File: src/rtl/reg_dump.sv
// reg_dump: debug readout engine for the register file.
// On start it walks registers 0..NUM_REGS-1 through a synchronous-read port
// and streams each one out MSB-first as bytes over a valid/ready link.
// Optional build macro: REG_DUMP_HEADER_EN. When it is defined, the stream
// begins with one 0xA5 header byte before the register data.
module reg_dump #(
    parameter int NUM_REGS = 32,
    parameter int ADDR_W   = 5,
    parameter int DATA_W   = 32
) (
    input  logic              clk,
    input  logic              reset,
    input  logic              start,
    output logic              busy,
    output logic              done,
    output logic [ADDR_W-1:0] rf_addr,
    input  logic [DATA_W-1:0] rf_data,
    output logic [7:0]        tx_data,
    output logic              tx_valid,
    input  logic              tx_ready
);

    localparam int NBYTES = DATA_W / 8;
    localparam int BC_W   = (NBYTES > 1) ? $clog2(NBYTES) : 1;
    // idx carries one extra bit so the last-register compare never wraps
    localparam logic [ADDR_W:0] LAST_IDX = (ADDR_W + 1)'(NUM_REGS - 1);
    localparam logic [7:0]      HDR_BYTE = 8'hA5;

`ifdef REG_DUMP_HEADER_EN
    typedef enum logic [2:0] {S_IDLE, S_HDR, S_REQ, S_CAP, S_SEND, S_FIN} state_t;
`else
    typedef enum logic [2:0] {S_IDLE, S_REQ, S_CAP, S_SEND, S_FIN} state_t;
`endif

    state_t              state_reg, state_next;
    logic [ADDR_W:0]     idx_reg, idx_next;
    logic [BC_W-1:0]     bytecnt_reg, bytecnt_next;
    logic [DATA_W-1:0]   shift_reg, shift_next;
    logic [ADDR_W-1:0]   rf_addr_reg, rf_addr_next;

    // State register; reset aborts any dump in progress without a done pulse
    always_ff @(posedge clk) begin
        if (reset) begin
            state_reg <= S_IDLE;
        end else begin
            state_reg <= state_next;
        end
    end

    // Datapath registers: register index, byte counter, shift register, read address
    always_ff @(posedge clk) begin
        if (reset) begin
            idx_reg     <= '0;
            bytecnt_reg <= '0;
            shift_reg   <= '0;
            rf_addr_reg <= '0;
        end else begin
            idx_reg     <= idx_next;
            bytecnt_reg <= bytecnt_next;
            shift_reg   <= shift_next;
            rf_addr_reg <= rf_addr_next;
        end
    end

    // Next-state and datapath update; every handshake-driven step waits on tx_ready
    // because tx_valid is unconditionally high in the byte-presenting states
    always_comb begin
        state_next   = state_reg;
        idx_next     = idx_reg;
        bytecnt_next = bytecnt_reg;
        shift_next   = shift_reg;
        rf_addr_next = rf_addr_reg;
        case (state_reg)
            S_IDLE: begin
                if (start) begin
                    idx_next     = '0;
                    rf_addr_next = '0;
`ifdef REG_DUMP_HEADER_EN
                    state_next   = S_HDR;
`else
                    state_next   = S_REQ;
`endif
                end
            end
`ifdef REG_DUMP_HEADER_EN
            S_HDR: begin
                if (tx_ready) begin
                    state_next = S_REQ;
                end
            end
`endif
            // rf_addr is stable for this whole cycle; the register file samples it at the end
            S_REQ: begin
                state_next = S_CAP;
            end
            S_CAP: begin
                shift_next   = rf_data;
                bytecnt_next = BC_W'(NBYTES - 1);
                state_next   = S_SEND;
            end
            S_SEND: begin
                if (tx_ready) begin
                    if (bytecnt_reg != '0) begin
                        shift_next   = shift_reg << 8;
                        bytecnt_next = bytecnt_reg - BC_W'(1);
                    end else if (idx_reg != LAST_IDX) begin
                        idx_next     = idx_reg + (ADDR_W + 1)'(1);
                        rf_addr_next = idx_next[ADDR_W-1:0];
                        state_next   = S_REQ;
                    end else begin
                        state_next   = S_FIN;
                    end
                end
            end
            S_FIN: begin
                state_next = S_IDLE;
            end
            default: begin
                state_next = S_IDLE;
            end
        endcase
    end

    // Outputs decoded from the current state; tx_data is zero whenever no byte is offered
    always_comb begin
        busy     = (state_reg != S_IDLE);
        done     = (state_reg == S_FIN);
        tx_valid = 1'b0;
        tx_data  = 8'h00;
        rf_addr  = rf_addr_reg;
        if (state_reg == S_SEND) begin
            tx_valid = 1'b1;
            tx_data  = shift_reg[DATA_W-1 -: 8];
        end
`ifdef REG_DUMP_HEADER_EN
        if (state_reg == S_HDR) begin
            tx_valid = 1'b1;
            tx_data  = HDR_BYTE;
        end
`endif
    end

endmodule

File: config.mk
export PLATFORM = sky130hd
export DESIGN_NAME = reg_dump
export DESIGN_NICKNAME = d
export VERILOG_FILES = /design/src/rtl/reg_dump.sv
export SDC_FILE = /design/constraint.sdc
export NUM_CORES = 1
export LEC_CHECK = 0
export CAP_MARGIN = 20
export CORE_ASPECT_RATIO = 0.75
export CORE_UTILIZATION = 49
export DETAILED_ROUTE_END_ITERATION = 8
export HOLD_SLACK_MARGIN = 0.15
export PLACE_DENSITY_LB_ADDON = 0.08
export SLEW_MARGIN = 20
export SYNTH_ARGS = -nofsm -noshare
export SYNTH_HDL_FRONTEND = slang
export SYNTH_SLANG_ARGS = --single-unit
File: constraint.sdc
create_clock -name clk -period 1.7 [get_ports clk]
set_clock_uncertainty 0.05 [all_clocks]
set_input_delay 0.255 -clock clk [delete_from_list [all_inputs] [get_ports clk]]
set_output_delay 0.255 -clock clk [all_outputs]
set_load 0.01 [all_outputs]
== Yosys cells after proc, flatten, opt, wreduce, memory -nomap -nowiden ==
Index checks and enable logic that the tools add are counted.

* Bits in registers: 48
* Bits in latches: 0
* Memory bits (writable): 0
* ROM bits: 0
* Input port bits: 36
* Word-level logic and storage cells: 48
* Memories: 0

* $add $sub $neg: 2
* $mul: 0
* Divide/modulo/power cells: 0
* Magnitude comparators: 0
* Equality and inequality tests: 10
* Shifts and indexed selects: 0
* Muxes and demuxes: 23
* Bitwise operators: 0
* Reduce and logical (&&, ||, !) cells: 8

{| class="wikitable"
|+ Operators with widths
! operator !! number
|-
| $mux W32 || 2
|-
| $pmux W32 S2 || 1
|-
| $mux W6 || 4
|-
| $mux W5 || 4
|-
| $mux W3 || 4
|-
| $pmux W3 S4 || 1
|-
| $pmux W6 S2 || 1
|-
| $ne A2 B2 Y1 const B || 5
|-
| $pmux W5 S2 || 1
|-
| $mux W8 || 1
|-
| $add A6 B1 Y6 const B || 1
|-
| $eq A3 B2 Y1 const B || 2
|-
| $ne A6 B5 Y1 const B || 1
|-
| $reduce_and A3 Y1 || 2
|-
| $reduce_bool A2 Y1 || 3
|-
| $reduce_and A5 Y1 || 1
|-
| $mux W2 || 2
|-
| $pmux W2 S2 || 1
|-
| $eq A3 B1 Y1 const B || 1
|-
| $eq A3 B3 Y1 const B || 1
|-
| $logic_not A3 Y1 || 1
|-
| $reduce_bool A3 Y1 || 1
|-
| $sub A2 B1 Y2 const B || 1
|-
| $mux W1 || 1
|}

== Depth between registers and ports, before layout ==
* Depth after elaboration: 5
* Depth in mapped cells: 7

== Worst setup path after synthesis ==
Ideal clock, no wire load.

* Path type: flip-flop to flip-flop
* Start point: register idx_reg[0]
* End point: register idx_reg[0]
* Data arrival time: 1.377 ns
* Slack: 0.152 ns
* Stages on the path, launching flop included: 6
* Path through: dfxtp_1 > ha_1 > nand3_1 > or2_1 > nor2b_1 > mux2_2

* Longest elaborated chain between the ends: 5
* Elaborated cells between the ends (all ways): 8

{| class="wikitable"
|+ Ends and longest elaborated chain
! what !! line !! RTL
|-
| start, declared || 36 || <nowiki>logic [ADDR_W:0] idx_reg, idx_next;</nowiki>
|-
| start signal, assigned || 58 || <nowiki>idx_reg <= idx_next;</nowiki>
|-
| $add A6 B1 Y6 || 107 || <nowiki>idx_next = idx_reg + (ADDR_W + 1)'(1);</nowiki>
|-
| $mux W6 || 106 || <nowiki>end else if (idx_reg != LAST_IDX) begin</nowiki>
|-
| $mux W6 || 103 || <nowiki>if (bytecnt_reg != '0) begin</nowiki>
|-
| $mux W6 || 102 || <nowiki>if (tx_ready) begin</nowiki>
|-
| $pmux W6 S2 || 73 || <nowiki>case (state_reg)</nowiki>
|}

Parallel ways exist; a longest one is shown, timed or not. The select of a mux whose other input is x is not followed.
A chain may end at the register's enable or synchronous reset.

== Worst setup path in the final report ==
* Start point: register state_reg[2]
* End point: output port tx_data[7]

* Longest elaborated chain between the ends: 2

{| class="wikitable"
|+ Ends and longest elaborated chain
! what !! line !! RTL
|-
| start, declared || 35 || <nowiki>state_t state_reg, state_next;</nowiki>
|-
| start signal, assigned || 46 || <nowiki>state_reg <= state_next;</nowiki>
|-
| $eq A3 B2 Y1 || 131 || <nowiki>if (state_reg == S_SEND) begin</nowiki>
|-
| $mux W8 || 131 ||
|-
| end, declared || 18 || <nowiki>output logic [7:0] tx_data,</nowiki>
|}

Every way passes these cells.

==> metrics.md <==
| Metric | Value |
|---|---|
| GRT Total Usage | `23.1%` |
| Worst-path clk slew | `90 ps` |
| Final Instance Area | `2950 sq um` |
| Largest cells by area after synthesis | `dfxtp_1 41%, a311oi_2 14%, nand2_1 9.5%` |
| Final #Nets | `349` |
| Register area share after synthesis | `41.0%` |
| Initial antenna violation count | `0` |
| Total CTS buffers | `5` |
| Core Region | `4080 sq um` |
| Setup-failing EPs final | `0` |
| Crit path cell chain | `nand3b_4 -> clkinvlp_4 -> buf_4 -> and2_1 -> buf_2` |
| CP required | `1390 ps` |
| Crit path buffers/inverters | `3` |
| Clk buf depth | `2` |
| Worst-Margin Slew | `510 ps` |
| CTS tree | `yes` |
| DRC violations left | `0` |
| Total Power Consumption | `2.27 mW` |
| Reg-to-Reg Start | `idx_reg[1]` |
| Seq pwr share | `49.4%` |
| Logic gate share of total power | `22.4%` |
| Rel. slew slack | `65.9%` |
| Routed vias | `1958` |
| Clk pwr share | `28.1%` |
| Slew Limit Fails | `0` |
| Antenna Cells | `0` |
| Crit path from | `state_reg[2]` |
| Crit path capture type | `output port` |
| Critical Path Fanout Max | `4` |
| Worst ir drop on vdd | `0.546 mV` |
| Pleak | `1.17 nW` |
| Avg Inst Size Synth | `8.68 sq um` |
| Starting DRT DRC Count | `142` |
| HP Start | `reset` |
| Critical path launch point type | `flop` |
| Die area | `4550 sq um` |
| Vias per std cell | `5.34` |
| Max-Cap Viols | `0` |
| Fillers | `319` |
| Cell Pwr Density | `769 nW/um^2` |
| Area growth from synthesis to layout | `40.7%` |
| Min Hold Slack | `253 ps` |
| RSZ-0062 raised after global routing | `yes` |
| Cell Count, Final, Fillers Out | `367` |
| Peak Freq | `611 MHz` |
| Later-pin clock latency in the skew report | `290 ps` |
| Clk sink count | `43` |
| GRT Residual Overflow | `0` |
| First-pass GRT wire length | `8.12 mm` |
| # IOs | `52` |
| Final period utilization | `96.3%` |
| Status | `finished, final reports clean` |
| Std-Cell Rows | `20` |
| Post-layout min period | `1640 ps` |
| Top cell type's share of synthesized area | `41.0%` |
| WP data arrival | `1330 ps` |
| Final hold vios | `0` |
| Placed inst area | `2770 sq um` |
| Slowest Stage Delay on Critical Path | `340 ps` |
| Clock root cell | `clkbuf_8` |
| Height of the die | `58.7 microns` |
| Yosys warns | `0` |
| Synthesized cell area | `2100 sq um` |
| Switching share of total power | `27.6%` |
| Synthesis-stage register bit count | `43` |
| Crit Path Class | `reg -> out` |
| Hold_buf cts | `0` |
| Share of cells above drive strength 1 | `25.6%` |
| H-tree Lvls | `2` |
| IO buf count | `51` |
| Placer congestion estimate | `0.849` |
| Max reg flops | `32` |
| Synthesized net count | `280` |
| Slowest-stage cell, CP | `dfxtp_2` |
| Net Sw Power | `628 uW` |
| Detailed-route wire length | `5.08 mm` |
| Vias in the first global route | `1734` |
| Placed insts | `352` |
| Top delay family on crit path | `buffers and inverters` |
| Routed WL per cell | `13.8 microns` |
| Largest net degree at the start of global routing | `26` |
| DP HPWL | `3.39 mm` |
| Gate Count Post-Synth | `242` |
| Area leader, netlist | `dfxtp_1` |
| TritonRoute pass-1 iters | `4` |
| Die width | `77.6 microns` |
| Antenna Nets Post-Route | `0` |
| Hold Crit Class | `in -> reg` |
| Initial Util | `51.5%` |
| Netlist cell types | `38` |
| Internal | `1.64 mW` |
## layout by cell type (no fill, tap or decap), types with 5 or more instances in the layout
master	count
a22oi_1	8
buf_4	26
clkbuf_8	5
and2_1	8
a311oi_2	20
o21ai_0	5
dfxtp_1	39
nor2_1	39
a311oi_1	5
clkbuf_2	5
clkdlybuf4s50_1	39
nand2_1	53
## metal layers
metal / share of wire, % / up-vias / global-route usage, %
met4: 0.35 / 0 / 4.85
met3: 4.2 / 2 / 4.81
li1: - / 988 / -
met2: 45 / 52 / 36.7
met1: 50 / 916 / 32.6
met5: 0 / - / 0
## kinds of logic (layout without fill, tap and decap cells)
family                     after synthesis  in the layout  synth area share, %
and+or+nand+nor                        117            117                 24.4
xor gates and xnor gates                 1              1                0.417
buffers and inverters                   26             96                 6.26
muxes                                    1              1                0.536
DFF                                     43             43                 41.0
adders and majority gates                2              2                 1.19
AOI/OAI and AO/OA                       52             52                 26.2
## cells in the mapped netlist, drive strengths merged
library cell	number
o31ai	2
nor2	39
a22oi	8
clkbuf	5
a221oi	1
nand4b	3
dfxtp	43
inv	5
o21a	1
and4	1
a21o	2
xor2	1
a31o	1
nor4	1
ha	2
o211ai	1
a21oi	1
nor3	1
a31oi	1
or2	1
nand2	53
nand3	3
a22o	2
mux2	1
a311oi	25
nor2b	2
a211oi	1
and2b	1
and2	8
o21ai	6
buf	16
nand3b	1
nand2b	3
## cell type report
cell class	count	area [sq um]	area share, %
multi-input cells	173	1130	38.2
flip-flops and latches	43	866	29.3
clock inverters	2	12.5	0.424
clock buffers	6	72.6	2.46
repair inverters	1	7.51	0.254
repair buffers	82	777	26.3
well taps	55	68.8	2.33
inverters	5	21.3	0.720
## power groups by stage
stage / clock (mW) / sequential, mW / combinational [mW]
after floorplan: 0 / 1.13 / 0.270
after global placement: 0 / 1.14 / 0.450
after detailed placement: 0 / 1.14 / 0.463
after CTS: 0.642 / 1.12 / 0.469
after global routing: 0.705 / 1.13 / 0.562
final: 0.639 / 1.12 / 0.510
## worst register-to-register path, delay by kind of cell (launching register included)
family | cells | cell delay (ps)
fa+ha+maj | 1 | 230
flops | 1 | 350
mux | 1 | 260
simple gates | 3 | 640
## stage by stage
stage          util (%)  worst slack (ps)  TNS, ps
4_1_cts            70.9              1.40        0
6_report           72.4              62.6        0
3_3_place_gp       68.0             -36.9     -571
5_1_grt            72.4             -3.61    -3.61
3_5_place_dp       68.0              -117    -1800
2_1_floorplan         -               152        0
## what timing repair did
action / CTS / global route
endpoints found under the setup margin: 11 / 41
gates resized for setup: 24 / 14
setup buffers: 4 / 0
gates cloned: 1 / 3
pin swaps: 0 / 3
## worst paths after layout
check                                endpoint  cells after the start  slack, ps
worst min register to register  shift_reg[27]                      2        430
worst max register to register     idx_reg[0]                      5         70
worst max-delay path               tx_data[7]                      5         60
worst min-delay path             shift_reg[7]                      2        250
(Power assumes the default switching activity.)
